--- src/rtl/comp2_accum.sv ---
// Signed burst accumulator: sums N_SAMPLES sign-extended 4-bit samples into an
// ACC_W-bit register, with a one-cycle completion strobe and sticky overflow.
module comp2_accum #(
  parameter int unsigned N_SAMPLES = 4,
  parameter int unsigned ACC_W     = 8
) (
  input  logic             clk,
  input  logic             reset,
  input  logic             start,
  input  logic             din_valid,
  input  logic [3:0]       din,
  output logic             din_ready,
  output logic             busy,
  output logic [ACC_W-1:0] sum,
  output logic             sum_valid,
  output logic             ovf
);

  localparam int unsigned CNT_W = $clog2(N_SAMPLES + 1);
  localparam int unsigned EXT_W = ACC_W - 4;

  typedef enum logic [1:0] {
    S_IDLE = 2'd0,
    S_ACC  = 2'd1,
    S_DONE = 2'd2
  } state_e;

  state_e             state_q, state_d;
  logic [ACC_W-1:0]   acc_q, acc_d;
  logic [CNT_W-1:0]   cnt_q, cnt_d;
  logic               ovf_q, ovf_d;
  logic               din_ready_q, busy_q, sum_valid_q;

  logic [ACC_W-1:0]   din_ext;
  logic [ACC_W-1:0]   add_res;
  logic               add_ovf;

  // Overflow when both operands share a sign and the wrapped result does not.
  always_comb begin
    din_ext = {{EXT_W{din[3]}}, din};
    add_res = acc_q + din_ext;
    add_ovf = (acc_q[ACC_W-1] == din[3]) && (add_res[ACC_W-1] != din[3]);
  end

  always_comb begin
    state_d = state_q;
    acc_d   = acc_q;
    cnt_d   = cnt_q;
    ovf_d   = ovf_q;
    case (state_q)
      S_IDLE: begin
        if (start) begin
          state_d = S_ACC;
          acc_d   = '0;
          cnt_d   = '0;
          ovf_d   = 1'b0;
        end
      end
      S_ACC: begin
        if (din_valid) begin
          acc_d = add_res;
          cnt_d = cnt_q + CNT_W'(1);
          if (add_ovf) begin
            ovf_d = 1'b1;
          end
          if (cnt_q == CNT_W'(N_SAMPLES - 1)) begin
            state_d = S_DONE;
          end
        end
      end
      S_DONE: begin
        state_d = S_IDLE;
      end
      default: begin
        state_d = S_IDLE;
      end
    endcase
  end

  // Status outputs are registered from the next state so they line up with it.
  always_ff @(posedge clk or posedge reset) begin
    if (reset) begin
      state_q     <= S_IDLE;
      acc_q       <= '0;
      cnt_q       <= '0;
      ovf_q       <= 1'b0;
      din_ready_q <= 1'b0;
      busy_q      <= 1'b0;
      sum_valid_q <= 1'b0;
    end else begin
      state_q     <= state_d;
      acc_q       <= acc_d;
      cnt_q       <= cnt_d;
      ovf_q       <= ovf_d;
      din_ready_q <= (state_d == S_ACC);
      busy_q      <= (state_d != S_IDLE);
      sum_valid_q <= (state_d == S_DONE);
    end
  end

  assign din_ready = din_ready_q;
  assign busy      = busy_q;
  assign sum_valid = sum_valid_q;
  assign sum       = acc_q;
  assign ovf       = ovf_q;

endmodule

--- config.mk ---
export PLATFORM = sky130hd
export DESIGN_NAME = comp2_accum
export DESIGN_NICKNAME = d
export VERILOG_FILES = /design/src/rtl/comp2_accum.sv
export SDC_FILE = /design/constraint.sdc
export NUM_CORES = 1
export LEC_CHECK = 0
export CAP_MARGIN = 20
export CORE_ASPECT_RATIO = 0.9
export CORE_MARGIN = 2
export CORE_UTILIZATION = 40
export CTS_CLUSTER_DIAMETER = 50
export DETAILED_ROUTE_END_ITERATION = 10
export SETUP_SLACK_MARGIN = 0.02
export SYNTH_ARGS = -nofsm -noshare
export SYNTH_HDL_FRONTEND = slang
export SYNTH_SLANG_ARGS = --single-unit
export TNS_END_PERCENT = 100
--- constraint.sdc ---
create_clock -name clk -period 2.8 [get_ports clk]
set_clock_uncertainty 0.2 [all_clocks]
set_input_delay 0.56 -clock clk [delete_from_list [all_inputs] [get_ports clk]]
set_output_delay 0.56 -clock clk [all_outputs]
set_load 0.03 [all_outputs]
==> run_results.csv, run 1 <==
group,metric,value,unit
outcome,status,"completed",
worst_setup_path,crit_chain,"clkdlybuf4s50_1 -> ha_1 -> a21oi_1 -> o21ai_1 -> a211oi_4 -> mux2i_1 -> o211ai_2",
synthesis,synth.area.mux_share,0.0100,
die,initial_core_util,0.416,
synthesis,synth-simple-area-share,0.186,
worst_setup_path,start_kind,"input pin",
clock_tree,cts_hold_buf,0,
worst_setup_path,cp_top_family,"compound AO/OA/AOI/OAI gates",
clock_tree,cts.path.max_buffers,2,
clock_tree,clock-sinks,17,
die,dieArea,2920,sq um
synthesis,ys_seq_area_frac,0.425,
placement,place.gp.congestion,0.781,
worst_hold_path,min_from,"cnt_q[2]",
detailed_routing,vias_per_cell,5.29,
synthesis,synth_compound_area_frac,0.194,
sta,worst_pin_slew,0.686,ns
clock_tree,cts_resized,0,
sta,slew_violations,0,
synthesis,synthAdderAreaFrac,0.133,
die,rows,17,
detailed_routing,ant_nets,0,
sta,fin_crit_sh,0.870,
placement,port_buffers,19,
detailed_routing,drt_wl_total,2.06,mm
sta,tns,0,ns
pwr,vdd_ir_drop_max,635,uV
synthesis,netlist_area,1000,sq um
worst_setup_path,crit_slowest_cell,"clkdlybuf4s50_1",
synthesis,yosys_warnings,0,
synthesis,ys_types,33,
synthesis,synth_top_family_by_area,"compound AO/OA/AOI/OAI gates",
worst_setup_path,reg2reg_from,"sum[0]",
clock_tree,postCtsSetupRepairBufs,0,
clock_tree,clk-insertion-delay-late,0.30,ns
sta,post-route-min-period,2.44,ns
die,die_h,51.5,um
die,die_w,56.7,um
run,max_cap_viol_count,0,
worst_hold_path,min_path_type,"flip-flop to flip-flop",
worst_setup_path,end_kind,"flip-flop",
placement,dpl.hpwl,1.47,mm
grt,grt.overflow.total,0,
worst_setup_path,crit_required,2.79,ns
synthesis,netlist_instances,102,
sta,rsz0062_at_grt,"false",
die,io_pins,20,
cells_and_area,multi_input_area,558,sq um
cells_and_area,register_area,425,sq um
worst_setup_path,startpoint,"din[3]",
worst_setup_path,worst-setup-path-type,"input pin to flip-flop",
synthesis,syn_avg_cell_area,9.81,sq um
grt,grt_pass1_vias,830,
detailed_routing,drt_first_pass_iters,4,
detailed_routing,remaining_drc_errors,0,
cells_and_area,nNetsFinal,145,
sta,maxSlewHeadroom,0.542,
sta,clock.fmax,410,MHz
worst_setup_path,critical_path_arrival,2.42,ns
clock_tree,htree_levels,1,
detailed_routing,vias,815,
detailed_routing,drt_iter0_markers,9,
die,coreArea,2400,sq um
clock_tree,path_clk_slew,0.11,ns
clock_tree,cts_tree,"yes",
detailed_routing,wl_per_cell,13.4,um
worst_setup_path,cp_max_fo,5,
cells_and_area,diodes,0,
synthesis,synth_nets,120,
pwr,power,1.49,mW
sta,finalSetupViolCount,0,
grt,antenna_found_initial,0,
worst_setup_path,slowest_delay,0.51,ns
cells_and_area,syn2layout_area_growth,26.5,%
synthesis,yosys_register_bits,17,
clock_tree,numCtsBuffers,3,
worst_setup_path,crit_buf_inv,1,
synthesis,synth_xor_area_frac,0.0350,
grt,grt_pass1_wl,3.68,mm
sta,final-hold-violation-count,0,
cells_and_area,drive_above_1_share,0.103,
grt,track_usage,0.168,
cells_and_area,filler_cell_count,238,
grt,grt_max_degree,18,
clock_tree,cts-root-buf,"clkbuf_4",
pwr,leakagePower,0.571,nW
pwr,p_per_area,1180,nW/um^2
## cells in the mapped netlist (all sizes together)
library cell,number,area (sq um)
nand2,20,75.1
dfrtp,17,425
o21ai,10,50.1
ha,9,113
nor2,6,25.0
a21oi,5,25.0
a211oi,3,40.0
a21o,3,23.8
and3,3,18.8
xnor2,3,26.3
a311oi,2,17.5
buf,2,10.0
inv,2,7.51
nand3,2,10.0
nor2b,2,15.0
nor3b,2,15.0
a221o,1,10.0
and2,1,6.26
fa,1,20.0
mux2i,1,10.0
nand2b,1,6.26
nor3,1,5.00
o211ai,1,12.5
o21bai,1,7.51
o31ai,1,7.51
or4b,1,10.0
xor2,1,8.76
## where the power goes
group	total (mW)	switching, mW	internal [mW]
sequential	0.436	0.0819	0.354
clock	0.136	0.0829	0.0532
combinational	0.922	0.518	0.403
total	1.49	0.683	0.811
## per-layer routing
metal / GRT usage / share of wire / wire length (um)
met5: 0 / 0 / 0
met3: 0.0557 / 0.051 / 105
met1: 0.210 / 0.50 / 1030
met2: 0.271 / 0.44 / 909
met4: 0.0581 / 0.0082 / 17
## cell families (layout without fill, tap and decap cells)
| family | count (synthesis) | after routing |
|---|---|---|
| flip-flops | 17 | 17 |
| adder cells (fa/ha/maj) | 10 | 10 |
| AO/OA/AOI/OAI | 27 | 27 |
| XOR/XNOR | 4 | 4 |
| buffers and inverters | 4 | 28 |
| AND/OR/NAND/NOR | 39 | 39 |
| multiplexers | 1 | 1 |
## state kept, by name, summed over array words and instances, names as in the netlist
register and count:
busy 1, cnt_q 3, din_ready 1, ovf 1, state_q 2, sum 8, sum_valid 1
## through the flow
step / util / hold WS [ns] / worst slack, ns / cells / cell area, sq um
global placement: 0.515 / 0.261 / 0.0575 / 150 / 1240
detailed placement: 0.515 / 0.271 / 0.0261 / 150 / 1240
finish: 0.527 / 0.286 / 0.363 / 154 / 1270
floorplan: - / 0.250 / 0.628 / 102 / 1000
CTS: 0.527 / 0.296 / 0.358 / 154 / 1270
global route: 0.527 / 0.330 / 0.221 / 154 / 1270
## path summary, 6_finish.rpt
| check | slack [ns] | endpoint | cells past startpoint |
|---|---|---|---|
| min reg2reg | 0.29 | cnt_q[2] | 2 |
| min | 0.29 | cnt_q[2] | 2 |
| max reg2reg | 0.67 | sum[6] | 7 |
| min in group asynchronous | 0.46 | state_q[1] | 2 |
| max | 0.36 | sum[7] | 7 |
| max in group asynchronous | 1.51 | sum_valid | 2 |
## layout by cell type (no fill, tap or decap), drive strengths merged, types with 2 or more instances in the layout
cell type      Yosys  routed
clkbuf             0       3
xnor2              3       3
a21oi              5       5
and3               3       3
nor3b              2       2
o21ai             10      10
buf                2       3
dfrtp             17      17
ha                 9       9
nor2b              2       2
nand2             20      20
nand3              2       2
a311oi             2       2
inv                2       2
a21o               3       3
a211oi             3       3
clkdlybuf4s50      0      19
nor2               6       6
## worst min-delay path, delay by kind of cell, from the launching register on
family / cells / cell delay [ns]
flip-flops: 1 / 0.35
AO/OA/AOI/OAI: 1 / 0.06
AND/OR/NAND/NOR: 1 / 0.04
## layout make-up
type,instances,share of cell area
multi-input cells,81,0.441
inverters,2,0.00593
repair buffers,22,0.168
clock buffers,3,0.0178
clock inverters,1,0.00395
well taps,28,0.0277
flip-flops and latches,17,0.336
Note: power is estimated with default switching activity, not from simulation.
==> run 2: changes to the inputs <==
CORE_MARGIN = 3   (was 2)
CTS_CLUSTER_SIZE = 30   (was not set)
==> run_results.csv, run 2 (same netlist as run 1, synthesis figures left out) <==
group,metric,value,unit
outcome,status,"completed",
detailed_routing,vias,805,
placement,port_buffers,19,
clock_tree,numCtsBuffers,3,
sta,rsz0062_at_grt,"false",
grt,antenna_found_initial,0,
detailed_routing,remaining_drc_errors,0,
die,die_h,53.5,um
sta,slew_violations,0,
die,die_w,58.7,um
worst_setup_path,start_kind,"input pin",
placement,place.gp.congestion,0.755,
pwr,p_per_area,1180,nW/um^2
placement,dpl.hpwl,1.54,mm
detailed_routing,vias_per_cell,5.26,
pwr,p_int,809,uW
sta,worst_pin_slew,0.661,ns
worst_setup_path,startpoint,"din[3]",
cells_and_area,nNetsFinal,145,
grt,grt_max_degree,18,
sta,final-hold-violation-count,0,
sta,post-route-min-period,2.43,ns
worst_setup_path,critical_path_arrival,2.42,ns
clock_tree,cts-root-buf,"clkbuf_4",
sta,finalSetupViolCount,0,
cells_and_area,drive_above_1_share,0.103,
clock_tree,clk-insertion-delay-late,0.29,ns
clock_tree,cts_tree,"yes",
clock_tree,postCtsSetupRepairBufs,0,
pwr,leakagePower,0.571,nW
sta,tns,0,ns
grt,track_usage,0.156,
cells_and_area,diodes,0,
worst_setup_path,worst-setup-path-type,"input pin to flip-flop",
die,rows,16,
clock_tree,cts_resized,0,
pwr,vdd_ir_drop_max,607,uV
cells_and_area,syn2layout_area_growth,26.4,%
clock_tree,htree_levels,1,
pwr,power.share.clock,0.092,
detailed_routing,drt_iter0_markers,15,
worst_setup_path,end_kind,"flip-flop",
sta,clock.fmax,411,MHz
cells_and_area,final_common_cell,"nand2_1",
cells_and_area,layout_common_cells,"nand2_1, clkdlybuf4s50_1, dfrtp_1, ha_1, o21ai_0",
worst_setup_path,cp_max_fo,7,
grt,grt_pass1_wl,3.66,mm
pwr,p_comb_frac,0.614,
clock_tree,clock-sinks,17,
die,coreArea,2280,sq um
die,io_pins,20,
die,dieArea,3140,sq um
grt,grt.overflow.total,0,
sta,maxSlewHeadroom,0.559,
worst_hold_path,min_from,"cnt_q[1]",
run,max_cap_viol_count,0,
worst_setup_path,crit_required,2.78,ns
clock_tree,cts_hold_buf,0,
worst_setup_path,rrSetupSlack,0.69,ns
placement,placed_cell_area,1240,sq um
detailed_routing,drt_first_pass_iters,4,
grt,grt_pass1_vias,771,
detailed_routing,ant_nets,0,
worst_hold_path,min_path_type,"flip-flop to flip-flop",
cells_and_area,largest_reg_flops,8,
pwr,p_seq_frac,0.294,
detailed_routing,drt_wl_total,2.08,mm
die,initial_core_util,0.439,
clock_tree,cts.path.max_buffers,2,
pwr,p_switching,679,uW
clock_tree,path_clk_slew,0.11,ns
sta,fin_crit_sh,0.869,
pwr,switching_share,0.456,
placement,dp_slack,0.0418,ns
sta,finalWorstSetupSlack,0.366,ns
cells_and_area,postLayoutCellArea,1260,sq um
worst_setup_path,reg2reg_from,"sum[0]",
detailed_routing,wl_per_cell,13.6,um
[run 2: cell counts in the layout (fill, tap and decap cells not counted)]
No cell type changed its count.
[run 2: through the flow]
stage / utilization / total power [mW] / cells / hold WS, ns
after floorplan: - / 1.07 / 102 / 0.250
after global placement: 0.542 / 1.35 / 149 / 0.262
after detailed placement: 0.542 / 1.36 / 149 / 0.281
after CTS: 0.554 / 1.50 / 153 / 0.307
after global routing: 0.554 / 1.62 / 153 / 0.332
final: 0.554 / 1.49 / 153 / 0.301
[run 2: final timing paths]
check | endpoint | depth (start not counted)
hold / removal | cnt_q[1] | 2
max in group asynchronous | sum[6] | 2
min in group asynchronous | sum_valid | 2
hold reg to reg | cnt_q[1] | 2
setup / recovery | sum[7] | 6
setup reg to reg | sum[6] | 7
[run 2: power by group through the flow]
stage,logic (mW),registers [mW],clock network (mW)
6_report,0.914,0.437,0.137
3_5_place_dp,0.920,0.441,0
5_1_grt,1.01,0.455,0.156
2_1_floorplan,0.491,0.580,0
3_3_place_gp,0.912,0.436,0
4_1_cts,0.924,0.437,0.143
[run 2: worst max-delay path, cell delays in order]
cell	delay [ns]
clkdlybuf4s50_1	0.52
ha_1	0.42
and3_1	0.24
a211oi_4	0.33
mux2i_1	0.25
o211ai_2	0.10
[run 2: routing by layer]
metal / vias up / track usage / share of wire
met3: 2 / 0.0463 / 0.042
li1: 415 / - / -
met5: - / 0 / 0
met2: 16 / 0.243 / 0.44
met1: 372 / 0.212 / 0.52
met4: 0 / 0.0340 / 0.0048
[run 2: layout make-up]
class | count | area, sq um
fillers | 216 | 1020
clock inverters | 1 | 5.00
repair buffers | 22 | 213
multi-input cells | 81 | 558
clock buffers | 3 | 22.5
inverters | 2 | 7.51
flip-flops and latches | 17 | 425
well taps | 27 | 33.8
==> run 3: changes to the inputs <==
ABC_AREA = 1   (was not set)
CORE_UTILIZATION = 50   (was 40)
PLACE_DENSITY = 0.77   (was not set)
==> run_results.csv, run 3 <==
group,metric,value,unit
detailed_routing,wl_per_cell,12.2,um
sta,rsz0062_at_grt,"false",
sta,slew_violations,0,
clock_tree,cts.path.max_buffers,2,
grt,grt_pass1_wl,3.52,mm
die,rows,14,
grt,track_usage,0.180,
worst_setup_path,crit_required,2.04,ns
worst_setup_path,cp.depth,1,
sta,worst_pin_slew,0.665,ns
detailed_routing,vias_per_cell,5.20,
cells_and_area,final_common_cell,"nand2_1",
die,die_h,49.2,um
clock_tree,postCtsSetupRepairBufs,0,
cells_and_area,postLayoutCellArea,1260,sq um
synthesis,synth_common_cells,"nand2_1, nand3_1, dfrtp_1",
detailed_routing,ant_nets,0,
synthesis,synth-async-reset-ratio,1.00,
clock_tree,path_clk_slew,0.10,ns
detailed_routing,drt_first_pass_iters,4,
worst_setup_path,end_kind,"output pin",
worst_setup_path,rr_worst_depth,6,
sta,final-hold-violation-count,0,
sta,clock.fmax,458,MHz
pwr,leakagePower,0.645,nW
worst_setup_path,slowest_delay,0.70,ns
pwr,p_per_area,1120,nW/um^2
cells_and_area,layout_common_cells,"nand2_1, nand3_1, clkdlybuf4s50_1, dfrtp_1, inv_1",
synthesis,netlist_area,1040,sq um
clock_tree,cts_resized,0,
die,dieArea,2660,sq um
cells_and_area,syn2layout_area_growth,22.0,%
detailed_routing,remaining_drc_errors,0,
grt,grt.overflow.total,0,
worst_hold_path,min_path_cells,1,
worst_setup_path,startpoint,"sum[1]",
die,io_pins,20,
placement,place.gp.congestion,0.870,
synthesis,synth.top_cell.area_share,0.411,
synthesis,synth_compound_area_frac,0.0833,
die,coreArea,1800,sq um
clock_tree,clk-insertion-delay-late,0.29,ns
synthesis,synth_most_common_cell,"nand2_1",
synthesis,synth.area.mux_share,0,
detailed_routing,vias,873,
grt,antenna_found_initial,0,
worst_hold_path,min_path_type,"flip-flop to flip-flop",
synthesis,syn_avg_cell_area,8.42,sq um
sta,tns,0,ns
placement,port_buffers,19,
placement,dpl.hpwl,1.54,mm
synthesis,synthAdderAreaFrac,0.128,
grt,grt_pass1_vias,800,
die,initial_core_util,0.574,
clock_tree,cts_hold_buf,0,
synthesis,ys_types,23,
outcome,status,"completed",
die,die_w,54.0,um
synthesis,synth-edff-count,0,
worst_setup_path,start_kind,"flip-flop",
clock_tree,clock-sinks,17,
clock_tree,numCtsBuffers,3,
worst_hold_path,min_from,"cnt_q[0]",
worst_setup_path,crit_slowest_cell,"clkdlybuf4s50_1",
synthesis,synth_xor_area_frac,0.0169,
pwr,power,1.42,mW
worst_setup_path,crit_buf_inv,1,
cells_and_area,filler_cell_count,156,
synthesis,netlist_instances,123,
synthesis,synth_area_leader_cell,"dfrtp_1",
worst_setup_path,cp_max_fo,4,
synthesis,synth_nets,141,
worst_setup_path,reg2reg_from,"sum[0]",
clock_tree,cts_tree,"yes",
cells_and_area,multi_input_area,536,sq um
cells_and_area,diodes,0,
worst_setup_path,cp_top_family,"buffers and inverters",
synthesis,ys.flop_type,"dfrtp_1",
synthesis,yosys_warnings,0,
worst_setup_path,worst-setup-path-type,"flip-flop to output pin",
worst_setup_path,crit_chain,"clkdlybuf4s50_1",
clock_tree,cts-root-buf,"clkbuf_4",
detailed_routing,drt_iter0_markers,16,
sta,finalSetupViolCount,0,
synthesis,synth_top_family_by_area,"simple AND/OR/NAND/NOR gates",
grt,grt_max_degree,20,
run,max_cap_viol_count,0,
synthesis,synth-simple-area-share,0.289,
cells_and_area,largest_reg_flops,8,
synthesis,ys_seq_area_frac,0.411,
clock_tree,htree_levels,1,
cells_and_area,drive_above_1_share,0.0903,
worst_setup_path,critical_path_arrival,1.43,ns
sta,post-route-min-period,2.19,ns
sta,fin_crit_sh,0.781,
cells_and_area,nNetsFinal,163,
detailed_routing,drt_wl_total,2.06,mm
sta,maxSlewHeadroom,0.556,
synthesis,yosys_register_bits,17,
synthesis,synth.area.top_cells,"dfrtp_1, ha_1, nand2_1, nand3_1, inv_1",
pwr,vdd_ir_drop_max,605,uV
cells_and_area,register_area,425,sq um
placement,placed_cell_area,1240,sq um
sta,whs,0.309,ns
## run 3: cell type report
cell class	instances	area share
clock buffers	4	0.0208
inverters	15	0.0446
multi-input cells	89	0.424
flip-flops and latches	17	0.337
well taps	24	0.0238
repair buffers	19	0.150
## run 3: path summary, 6_finish.rpt
| kind | endpoint | slack [ns] |
|---|---|---|
| min in group asynchronous | cnt_q[0] | 0.45 |
| worst min-delay path | cnt_q[0] | 0.31 |
| max in group asynchronous | sum_valid | 1.51 |
| worst max-delay path | sum[1] | 0.61 |
| worst max register to register | sum[4] | 1.03 |
| worst min register to register | cnt_q[0] | 0.31 |
## run 3: kinds of logic after synthesis
logic type	Yosys count
compound gates	14
flops	17
simple gates	63
fa+ha+maj	10
xor+xnor	2
buf+inv	17
## run 3: power by group
group	switching, mW	total, mW	internal, mW
Combinational	0.526	0.871	0.345
Sequential	0.0705	0.417	0.347
Clock	0.0754	0.131	0.0555
## run 3: metal layers
layer,GRT usage,part of all wire,up-vias
met3,0.0581,0.046,2
li1,-,-,447
met1,0.244,0.49,401
met2,0.268,0.46,23
met5,0,0,-
met4,0.0581,0.0058,0
## run 3: stage by stage
step	setup slack, ns	std cells	util
2_1_floorplan	0.982	123	-
3_3_place_gp	0.389	164	0.686
3_5_place_dp	0.353	164	0.686
4_1_cts	0.589	168	0.700
5_1_grt	0.533	168	0.700
6_report	0.614	168	0.700
==> patch, RTL diff (flow settings as in run 3) <==
`ACC_W`: 8 -> 9.
--- a/src/rtl/comp2_accum.sv
+++ b/src/rtl/comp2_accum.sv
@@ -4,3 +4,3 @@
   parameter int unsigned N_SAMPLES = 4,
-  parameter int unsigned ACC_W     = 8
+  parameter int unsigned ACC_W     = 9
 ) (
Interface: changed (resized sum); port bits go from 20 to 21. The function was not compared with the original's and may differ.
==> patch against run 3 <==
Final area grew 11%. Final cell count grew 11%. Combinational power grew 18%. Worst setup slack lost 0.10 ns. Highest routed layer unchanged. Routed wire length grew 14%. Sequential power grew 8.4%. Synthesized area grew 11%. Power grew 16%. Sequential cell count grew 1.
==> patch: results (changes against run 3) <==
The fill cell instance count of the final layout came out at 177 (was 156). The pre-CTS setup slack is 0.191 ns (was 0.353 ns). The last weighted congestion value of the routability-driven placer is 0.812 (was 0.870).

The layout cell share with drive strength beyond 1 came out at 11.2% (was 9.03%). The clock transition at the registers of the reported paths is 0.11 ns. The flip-flop count of the largest register, all copies and words added came out at 9 (was 8). The first-pass iteration count of the detailed router is 4 (unchanged). The synthesis warning total was 0 (unchanged). The number of port buffers came out at 20 (was 19). The clock latency reported for the late side of the worst-skew pair is 0.30 ns. The net count after synthesis is 158 (was 141). The via count of the first global-routing pass came out at 946 (was 800). The fraction of registers with async set or reset after synthesis came to 100% (unchanged). The H-tree depth came out at 1 (unchanged). The most instantiated library cell after synthesis is sky130_fd_sc_hd__nand2_1 (unchanged). The initial antenna violation count is 0 (unchanged). The maximum number of pins on one net before global-route repair is 19 (was 20). The launching element type of the critical path is an input pin (was register). The clock root buffer was sky130_fd_sc_hd__clkbuf_4 (unchanged). The adder and majority cell fraction of the synthesized area came out at 12.6% (was 12.8%). The mux cell area share after synthesis is 0% (unchanged). The slowest cell on the critical path is sky130_fd_sc_hd__clkdlybuf4s50_1 (unchanged). The post-synthesis sequential area ratio is 39.1% (was 41.1%). The post-synthesis compound-gate area fraction came out at 11.1% (was 8.33%). The placed wire-length estimate after detailed placement came to 1.80 mm (was 1.54 mm). The number of nets in the layout is 181 (was 163). The count of unique library cells instantiated by Yosys was 29 (was 23). The routed wirelength normalized by instance count was 12.6 um (was 12.2 um). The total setup buffers inserted after CTS came out at 0 (unchanged).

The maximum fanout count along the critical path was 3 (was 4). The critical path's largest stage delay is 0.46 ns (was 0.70 ns). The detail-routed via count per cell was 5.17 (was 5.20).

Outcome: finished clean (unchanged). The total wire length is 2.34 mm (was 2.06 mm). The static leakage power came out at 0.717 nW (was 0.645 nW). The number of DRC markers after the initial detailed-route iteration is 19 (was 16).

The most instantiated flip-flop cell in the synthesis netlist is sky130_fd_sc_hd__dfrtp_1 (unchanged). Leading cell types by count after synthesis: sky130_fd_sc_hd__nand2_1, sky130_fd_sc_hd__dfrtp_1, sky130_fd_sc_hd__inv_1 (was sky130_fd_sc_hd__nand2_1, sky130_fd_sc_hd__nand3_1, sky130_fd_sc_hd__dfrtp_1). The largest vdd supply drop came out at 0.747 mV (was 0.605 mV). The wire length of the first global-routing pass is 4.11 mm (was 3.52 mm).

The total CTS buffers is 3 (unchanged). The xor/xnor share of the synthesized area is 0.760% (was 1.69%). Top cells by area, synth: sky130_fd_sc_hd__dfrtp_1, sky130_fd_sc_hd__ha_1, sky130_fd_sc_hd__nand2_1, sky130_fd_sc_hd__nand3_1, sky130_fd_sc_hd__inv_1 (unchanged). The worst hold path class is reg2reg (unchanged). The overall fraction of global-route tracks in use came out at 18.4% (was 18.0%). The final antenna-violating net count came to 0 (unchanged). The maximum count of clock buffers along a single path was 2 (unchanged).

The relative max-transition margin is 52.3% (was 55.6%). The number of diodes came to 0 (unchanged). The post-cts resize count is 0 (unchanged). The data arrival time at the worst-slack endpoint is 2.29 ns (was 1.43 ns). The gate count after technology mapping came out at 139 (was 123).
-- patch: routing by layer --
metal / vias up / track usage [%] / routed length [um]
met3: 2 / 5.71 / 114
met5: - / 0 / 0
met4: 0 / 4.74 / 10
met1: 440 / 22.2 / 1050
li1: 498 / - / -
met2: 21 / 31.9 / 1170
-- patch: final cells by class --
type	count	area share (%)
multi-input combinational	100	43.4
timing repair buffer	20	14.3
inverter	19	5.44
sequential	18	32.1
tap	25	2.23
clock buffer	4	2.58
-- patch: where the power goes --
part | total [mW] | switching [mW] | internal (mW)
logic | 1.03 | 0.616 | 0.415
clock network | 0.164 | 0.0847 | 0.0793
registers | 0.452 | 0.0808 | 0.371
-- patch: path summary, 6_finish.rpt --
check	from	cells past startpoint	slack, ns	to
max	din[0]	14	0.51	ovf
min	ovf	2	0.28	ovf
max reg2reg	sum[0]	13	0.84	ovf
min reg2reg	ovf	2	0.28	ovf
max in group asynchronous	reset	2	1.49	sum_valid
min in group asynchronous	reset	2	0.46	sum[1]
-- patch: kinds of logic after synthesis --
group | Yosys count
AND/OR/NAND/NOR | 68
buffers and inverters | 21
AO/OA/AOI/OAI | 20
flip-flops | 18
adder cells (fa/ha/maj) | 11
XOR/XNOR | 1
-- patch: worst max-delay path: cells and delay by family --
kind                       cells  cell delay [ns]
and+or+nand+nor                9             0.61
buffers and inverters          3             0.59
adders and majority gates      2             0.53
-- patch: through the flow --
stage                     utilization (%)  cell area (sq um)
after global routing                 68.6               1400
after floorplan                         -               1150
final                                68.6               1400
after global placement               66.9               1370
after detailed placement             66.9               1370
after CTS                            68.6               1400
